--- src/rtl/fetch_unit.sv ---
// Instruction-fetch stage: PC register, one-outstanding instruction-memory
// handshake, and the IF/ID register presented to decode. A single-entry skid
// buffer catches a response that lands while decode is stalled.
module fetch_unit #(
  parameter int PC_W   = 9,
  parameter int INST_W = 32
) (
  input  logic              clk,
  input  logic              reset,
  input  logic              PcSel,
  input  logic [31:0]       BrPC,
  input  logic              Stall,
  input  logic              Halt,
  output logic              Inst_Req,
  output logic [PC_W-1:0]   Inst_Addr,
  input  logic              Inst_Ack,
  input  logic [INST_W-1:0] Inst_Rdata,
  output logic [PC_W-1:0]   IF_PC,
  output logic [INST_W-1:0] IF_Inst,
  output logic              IF_Valid,
  output logic              Halted
);

  typedef enum logic [1:0] {
    S_RUN  = 2'd0,
    S_WAIT = 2'd1,
    S_HALT = 2'd2
  } state_t;

  // Redirect targets are word aligned; only the PC-width slice is kept.
  function automatic logic [PC_W-1:0] align_target(input logic [31:0] target);
    return {target[PC_W-1:2], 2'b00};
  endfunction

  // Sequential fetch address, wrapping modulo 2^PC_W.
  function automatic logic [PC_W-1:0] next_seq_pc(input logic [PC_W-1:0] cur);
    return cur + PC_W'(4);
  endfunction

  state_t              state, state_nxt;
  logic [PC_W-1:0]     pc, pc_nxt;
  logic                squash, squash_nxt;
  logic                halt_pend, halt_pend_nxt;

  logic [PC_W-1:0]     req_pc_p0;
  logic                buf_valid_p0;
  logic [PC_W-1:0]     buf_pc_p0;
  logic [INST_W-1:0]   buf_inst_p0;

  logic                vld_p1;
  logic [PC_W-1:0]     if_pc_p1;
  logic [INST_W-1:0]   if_inst_p1;

  logic                issue;
  logic                ack_take;
  logic [PC_W-1:0]     br_target;

  assign br_target = align_target(BrPC);
  assign issue     = (state == S_RUN) && !Stall && !PcSel && !Halt;
  // A response is kept only if no redirect has overtaken it.
  assign ack_take  = (state == S_WAIT) && Inst_Ack && !squash && !PcSel;

  assign Inst_Req  = issue;
  assign Inst_Addr = pc;
  assign IF_PC     = if_pc_p1;
  assign IF_Inst   = if_inst_p1;
  assign IF_Valid  = vld_p1;
  assign Halted    = (state == S_HALT);

  // Fetch control state: FSM, PC, squash and deferred-halt flags.
  always_ff @(posedge clk or negedge reset) begin
    if (!reset) begin
      state     <= S_RUN;
      pc        <= '0;
      squash    <= 1'b0;
      halt_pend <= 1'b0;
    end else begin
      state     <= state_nxt;
      pc        <= pc_nxt;
      squash    <= squash_nxt;
      halt_pend <= halt_pend_nxt;
    end
  end

  // Next-state logic: request issue, redirects, halt handling.
  always_comb begin
    state_nxt     = state;
    pc_nxt        = pc;
    squash_nxt    = squash;
    halt_pend_nxt = halt_pend;
    case (state)
      S_RUN: begin
        if (PcSel) begin
          pc_nxt = br_target;
        end else if (Halt) begin
          state_nxt = S_HALT;
        end else if (!Stall) begin
          pc_nxt    = next_seq_pc(pc);
          state_nxt = S_WAIT;
        end
      end
      S_WAIT: begin
        if (PcSel) begin
          pc_nxt     = br_target;
          squash_nxt = 1'b1;
        end
        if (Halt) begin
          halt_pend_nxt = 1'b1;
        end
        // The response closes the transaction whether it is kept or dropped.
        if (Inst_Ack) begin
          squash_nxt    = 1'b0;
          halt_pend_nxt = 1'b0;
          state_nxt     = (halt_pend || Halt) ? S_HALT : S_RUN;
        end
      end
      S_HALT: begin
        state_nxt = S_HALT;
      end
      default: begin
        state_nxt = S_RUN;
      end
    endcase
  end

  // ---- stage p0: outstanding request address and skid-buffer payload ----
  // Payload registers need no reset; they are only read behind a valid flag.
  always_ff @(posedge clk) begin
    if (issue) begin
      req_pc_p0 <= pc;
    end
    if (ack_take && Stall) begin
      buf_pc_p0   <= req_pc_p0;
      buf_inst_p0 <= Inst_Rdata;
    end
  end

  // ---- stage p1: IF/ID register and skid-buffer occupancy ----
  // Priority: flush, stall hold, skid drain, fresh response, bubble.
  always_ff @(posedge clk or negedge reset) begin
    if (!reset) begin
      vld_p1       <= 1'b0;
      if_pc_p1     <= '0;
      if_inst_p1   <= '0;
      buf_valid_p0 <= 1'b0;
    end else if (PcSel) begin
      vld_p1       <= 1'b0;
      buf_valid_p0 <= 1'b0;
    end else if (Stall) begin
      if (ack_take) begin
        buf_valid_p0 <= 1'b1;
      end
    end else if (buf_valid_p0) begin
      vld_p1       <= 1'b1;
      if_pc_p1     <= buf_pc_p0;
      if_inst_p1   <= buf_inst_p0;
      buf_valid_p0 <= 1'b0;
    end else if (ack_take) begin
      vld_p1     <= 1'b1;
      if_pc_p1   <= req_pc_p0;
      if_inst_p1 <= Inst_Rdata;
    end else begin
      vld_p1 <= 1'b0;
    end
  end

  // The skid entry drains before any new request can be outstanding.
  skid_empty_in_wait: assert property (
    @(posedge clk) disable iff (!reset) !(buf_valid_p0 && (state == S_WAIT))
  );

endmodule

--- config.mk ---
export PLATFORM = sky130hd
export DESIGN_NAME = fetch_unit
export DESIGN_NICKNAME = d
export VERILOG_FILES = /design/src/rtl/fetch_unit.sv
export SDC_FILE = /design/constraint.sdc
export NUM_CORES = 1
export LEC_CHECK = 0
export BUFFER_PORTS_ARGS = -buffer_cell sky130_fd_sc_hd__buf_2
export CAP_MARGIN = 20
export CORE_MARGIN = 2
export CORE_UTILIZATION = 40
export DETAILED_ROUTE_END_ITERATION = 8
export GPL_TIMING_DRIVEN = 1
export PLACE_DENSITY = 0.65
export SETUP_SLACK_MARGIN = 0.4
export SLEW_MARGIN = 20
export SYNTH_ARGS = -nofsm -noshare
export SYNTH_HDL_FRONTEND = slang
export SYNTH_SLANG_ARGS = --single-unit
export TNS_END_PERCENT = 5
--- constraint.sdc ---
create_clock -name clk -period 3.8 [get_ports clk]
set_clock_uncertainty 0.15 [all_clocks]
set_input_delay 0.95 -clock clk [delete_from_list [all_inputs] [get_ports clk]]
set_output_delay 0.95 -clock clk [all_outputs]
set_load 0.005 [all_outputs]
# ---- After elaboration in Yosys (flattened, before gate mapping)
# Cells that the tools add are included.
dict set report word_totals {
  ff_bits 106
  out_inout_bits 53
  latchBits 0
  in_bits 70
  mem_bits_ro 0
  mem_count 0
  wordCells 72
  mem_bits_rw 0
}
dict set report classes {
  eq_ne 10
  n_addsub 1
  n_shift 0
  mux 26
  n_reduce_logical 22
  n_div 0
  bitwise_logic 2
  magnitude_cmp 0
  mul 0
}
# op n
set ops {}
lappend ops {{32-bit 2-to-1 mux} 2}
lappend ops {{9-bit 2-to-1 mux} 6}
lappend ops {{9-bit one-hot mux with 2 select lines} 1}
lappend ops {{1-bit 2-to-1 mux} 11}
lappend ops {{2-bit 2-to-1 mux} 5}
lappend ops {{9-bit by 3-bit adder with 9-bit output, second input constant} 1}
lappend ops {{3-bit inequality test, second input constant} 3}
lappend ops {{2-bit inequality test, second input constant} 4}
lappend ops {{2-bit nonzero test} 4}
lappend ops {{1-bit logical AND} 7}
lappend ops {{2-bit one-hot mux with 3 select lines} 1}
lappend ops {{3-bit AND reduction} 2}
lappend ops {{1-bit logical NOT} 4}
lappend ops {{2-bit AND reduction} 2}
lappend ops {{4-bit AND reduction} 1}
lappend ops {{3-bit by 2-bit inequality test with 1-bit output, second input constant} 1}
lappend ops {{2-bit by 1-bit equality test with 1-bit output, second input constant} 1}
lappend ops {{2-bit equality test, second input constant} 1}
lappend ops {{2-bit logical NOT} 1}
lappend ops {{1-bit inverter} 2}
lappend ops {{1-bit logical OR} 1}

# ---- Logic depth before layout (Yosys ltp)
dict set report depth {
  depth_word 8
  depth_mapped 7
  ltp_nobuf 4
}

# ---- Least setup slack after synthesis
# Ideal clock, no wire load.
dict set report synth_timing {
  path_type {input -> register}
  start {input PcSel}
  end {register buf_inst_p0[0] (enable)}
  stages 4
  arrival_time_ns 3.898
  required_time_ns 3.166
  n_path_buf 1
  setup_slack_ns -0.732
  setup_ns 0.484
  path_cell_list {buf_2 inv_1 nand2_1 nor3_1}
}
dict set report synth_via {
  elab_chain_len 3
}
# element line
set synth_lines {}
lappend synth_lines {{from (decl)} 10} ;# input logic PcSel,
lappend synth_lines {{1-bit logical NOT} 61} ;# assign ack_take = (state == S_WAIT) && Inst_Ack && !squash && !PcSel;
lappend synth_lines {{1-bit logical AND} 61}
lappend synth_lines {{1-bit logical AND} 132} ;# if (ack_take && Stall) begin
lappend synth_lines {{to (signal assigned)} 134} ;# buf_inst_p0 <= Inst_Rdata;
lappend synth_lines {{to (decl)} 48} ;# logic [INST_W-1:0] buf_inst_p0;
# No other way between the ends.
# A chain may end at the register's enable or synchronous reset.

# ---- Worst setup path in the final report
dict set report layout_timing {
  start {input PcSel}
  end {output Inst_Req}
}
dict set report layout_via {
  elab_chain_len 3
}
# element line
set layout_lines {}
lappend layout_lines {{1-bit logical NOT} 59} ;# assign issue = (state == S_RUN) && !Stall && !PcSel && !Halt;
lappend layout_lines {{1-bit logical AND (2 in series)} 59}
lappend layout_lines {{to (decl)} 14} ;# output logic Inst_Req,
# No other way between the ends.

==> out/metrics.csv <==
stage;metric;value;unit
status;status;finished clean;
place;dpl_worst_slack;0.644;ns
critical_path;crit_chain;buf_2 > or3_1 > nor3_1 > buf_4 > buf_2;
place;hpwlAfterDp;5200;um
logic_synthesis;synth_common_cells;dfrtp_1, edfxtp_1, nand2_1;
sta;finalSetupViolations;0;
route;wirelength;7740;um
sta;worstMarginPinSlew;0.997;ns
route;vias_per_cell;4.82;
critical_path;critPathLaunchType;input pin;
route;wl_per_cell;14.5;um
route;vias;2567;
logic_synthesis;ys_ff_latch;98;
place;place.gp.congestion;0.816;
clocking;clk_latency;0.35;ns
critical_path;cp_common_cell;buf_2;
job;cap_violations;0;
logic_synthesis;ys_seq_area_frac;0.668;
sta;report.final.slew_viol_count;0;
sta;maxSlewHeadroom;0.333;
critical_path;reg2reg_depth;4;
sta;fmaxAchievable;0.317;GHz
cells_and_area;antennaDiodeCount;0;
pwr;p_leak;1.98;nW
floorplanning;fp-row-count;36;
hold_path;min_from;req_pc_p0[4];
cells_and_area;multi_input_area;1200;um2
hold_path;min_path_type;reg -> reg;
logic_synthesis;synth_edf_count;46;
floorplanning;fp.dieH;104;um
hold_path;whs_path_depth;0;
pwr;pwr_density_cell;442;nW/um2
critical_path;r2r-start;state[1];
critical_path;end_kind;output pin;
logic_synthesis;netlist.area_leader.share;0.344;
sta;rsz0062_at_grt;false;
sta;period_share;0.829;
cells_and_area;fin_cells;533;
critical_path;crit_path_max_incr_delay;0.41;ns
cells_and_area;nets;466;
floorplanning;die_w;104;um
sta;tns;0;ns
logic_synthesis;synth_area;4010;um2
route;antenna_left;0;
clocking;cts_tree;done;
floorplanning;io_pins;123;
sta;finalCriticalPeriod;3.15;ns
cells_and_area;area_growth;18.9;%
sta;layout_setup_ws;0.649;ns
critical_path;crit_arrival;2.05;ns
pwr;total_power;2.11;mW
logic_synthesis;syn_inst;302;
clocking;clock-sinks;98;
floorplanning;core;9770;um2
clocking;cts_resized;0;
critical_path;slowest_stage;or3_1;
route;route.detailed.drc;0;
critical_path;crit_start;PcSel;
floorplanning;start_util;0.411;
hold_path;whs_endpoint;buf_pc_p0[4];
place;placedCellCount;517;
clocking;root_buffer;clkbuf_8;
cells_and_area;ff_latch_area;2680;um2
critical_path;reg2reg_to;IF_Inst[3];
logic_synthesis;synthMostInstantiatedCell;dfrtp_1;
route;first_pass_iters;4;
global_route;grt_max_degree;46;
clocking;postCtsSetupBuffers;0;
floorplanning;die_area;10900;um2
logic_synthesis;yosys.area.top_type;edfxtp_1;
clocking;clockBufferDepth;2;
critical_path;crit_path_max_fanout;14;
clocking;clk_pin_slew;0.09;ns
logic_synthesis;synth_top_flop_cell;dfrtp_1;
global_route;grt_usage;0.150;
cells_and_area;drive_gt1_frac;0.313;
logic_synthesis;ys_warn_count;0;
logic_synthesis;synthArstFlopShare;0.531;
place;numPortBuffers;93;
sta;final_hold_viol_count;0;
global_route;antenna_found_initial;0;
cells_and_area;fillerInstances;899;
clocking;cts_hold_buf;0;
sta;hold_slack;0.307;ns
clocking;cts_max_level;3;
critical_path;critical_path_class;in -> out;
clocking;numCtsBuffers;9;
route;drt_iter0_markers;150;
global_route;gr-total-overflow;0;
global_route;grt_pass1_wl;12800;um
logic_synthesis;synth_cell_type_count;40;
pwr;irDropWorstVdd;0.275;mV
logic_synthesis;syn_area_per_cell;13.3;um2
critical_path;cp.required;2.70;ns
critical_path;reg2reg_slack;1.29;ns
logic_synthesis;synth_area_leaders;edfxtp_1, dfrtp_1, mux2i_1;
global_route;grt_pass1_vias;2511;
==> logic make-up (layout without fill, tap and decap cells) <==
family | after synthesis | in the layout | share of synthesized area
compound gates | 64 | 64 | 0.0945
fa+ha+maj | 1 | 1 | 0.00312
buf+inv | 22 | 117 | 0.0377
flops | 98 | 98 | 0.668
mux | 43 | 43 | 0.108
other cells | 1 | 4 | 0.000934
simple gates | 73 | 73 | 0.0879
==> sequential cells by signal, summed over array words and instances (netlist names) <==
signal,count
state,2
Inst_Addr,7
buf_valid_p0,1
buf_pc_p0,7
IF_Valid,1
IF_PC,7
halt_pend,1
buf_inst_p0,32
squash,1
req_pc_p0,7
IF_Inst,32
==> stage by stage <==
| step | utilization | area [um2] |
|---|---|---|
| detailed placement | 0.468 | 4570 |
| finish | 0.488 | 4770 |
| global placement | 0.468 | 4570 |
| global route | 0.488 | 4770 |
| CTS | 0.488 | 4770 |
| floorplan | - | 4030 |
==> critical path, delay by kind of cell <==
kind                   cells  cell delay (ns)
and+or+nand+nor            2             0.58
buffers and inverters      3             0.53
==> placed cells by master (no fill, tap or decap), types with 2 or more instances in the layout <==
cell type	synthesis	final
nor2b_1	2	2
nor2_1	7	7
clkbuf_8	0	10
nor3_1	4	3
mux2i_1	42	42
a21oi_1	8	8
o21ai_0	39	39
edfxtp_1	46	46
buf_2	8	93
clkinvlp_4	0	2
nor3_4	1	2
nand3_1	4	4
nand2_1	45	45
conb_1	1	4
o2bb2ai_1	2	2
a2bb2oi_1	3	3
o21ai_1	5	5
buf_4	5	7
dfrtp_1	52	51
clkinv_2	0	2
==> routing by layer <==
layer | track usage | vias to the layer above | share of wire
met5 | 0 | - | 0
met2 | 0.235 | 59 | 0.48
met3 | 0.0301 | 6 | 0.037
met1 | 0.201 | 1241 | 0.47
met4 | 0.0743 | 0 | 0.013
li1 | - | 1261 | -
==> cell type report <==
cell class              count  area share
well taps                 133      0.0349
inverters                   1    0.000787
clock inverters             5      0.0115
clock buffers              11      0.0296
multi-input cells         185       0.252
repair buffers            100       0.109
flip-flops and latches     98       0.563
==> how the worst max path moves through the flow <==
stage                     endpoint  slack (ns)  depth (start not counted)
floorplan           buf_inst_p0[0]        0.47                          4
global placement          Inst_Req        0.68                          5
detailed placement        Inst_Req        0.64                          5
CTS                       Inst_Req        0.64                          5
global route              Inst_Req        0.60                          5
finish                    Inst_Req        0.65                          5
==> where the power goes <==
part | total [mW] | internal [mW] | switching (mW) | leakage (nW)
Sequential | 1.24 | 1.17 | 0.0660 | 1.11
Clock | 0.670 | 0.321 | 0.349 | 0.0953
Combinational | 0.201 | 0.104 | 0.0975 | 0.776
Power figures use the tool's default switching activity.
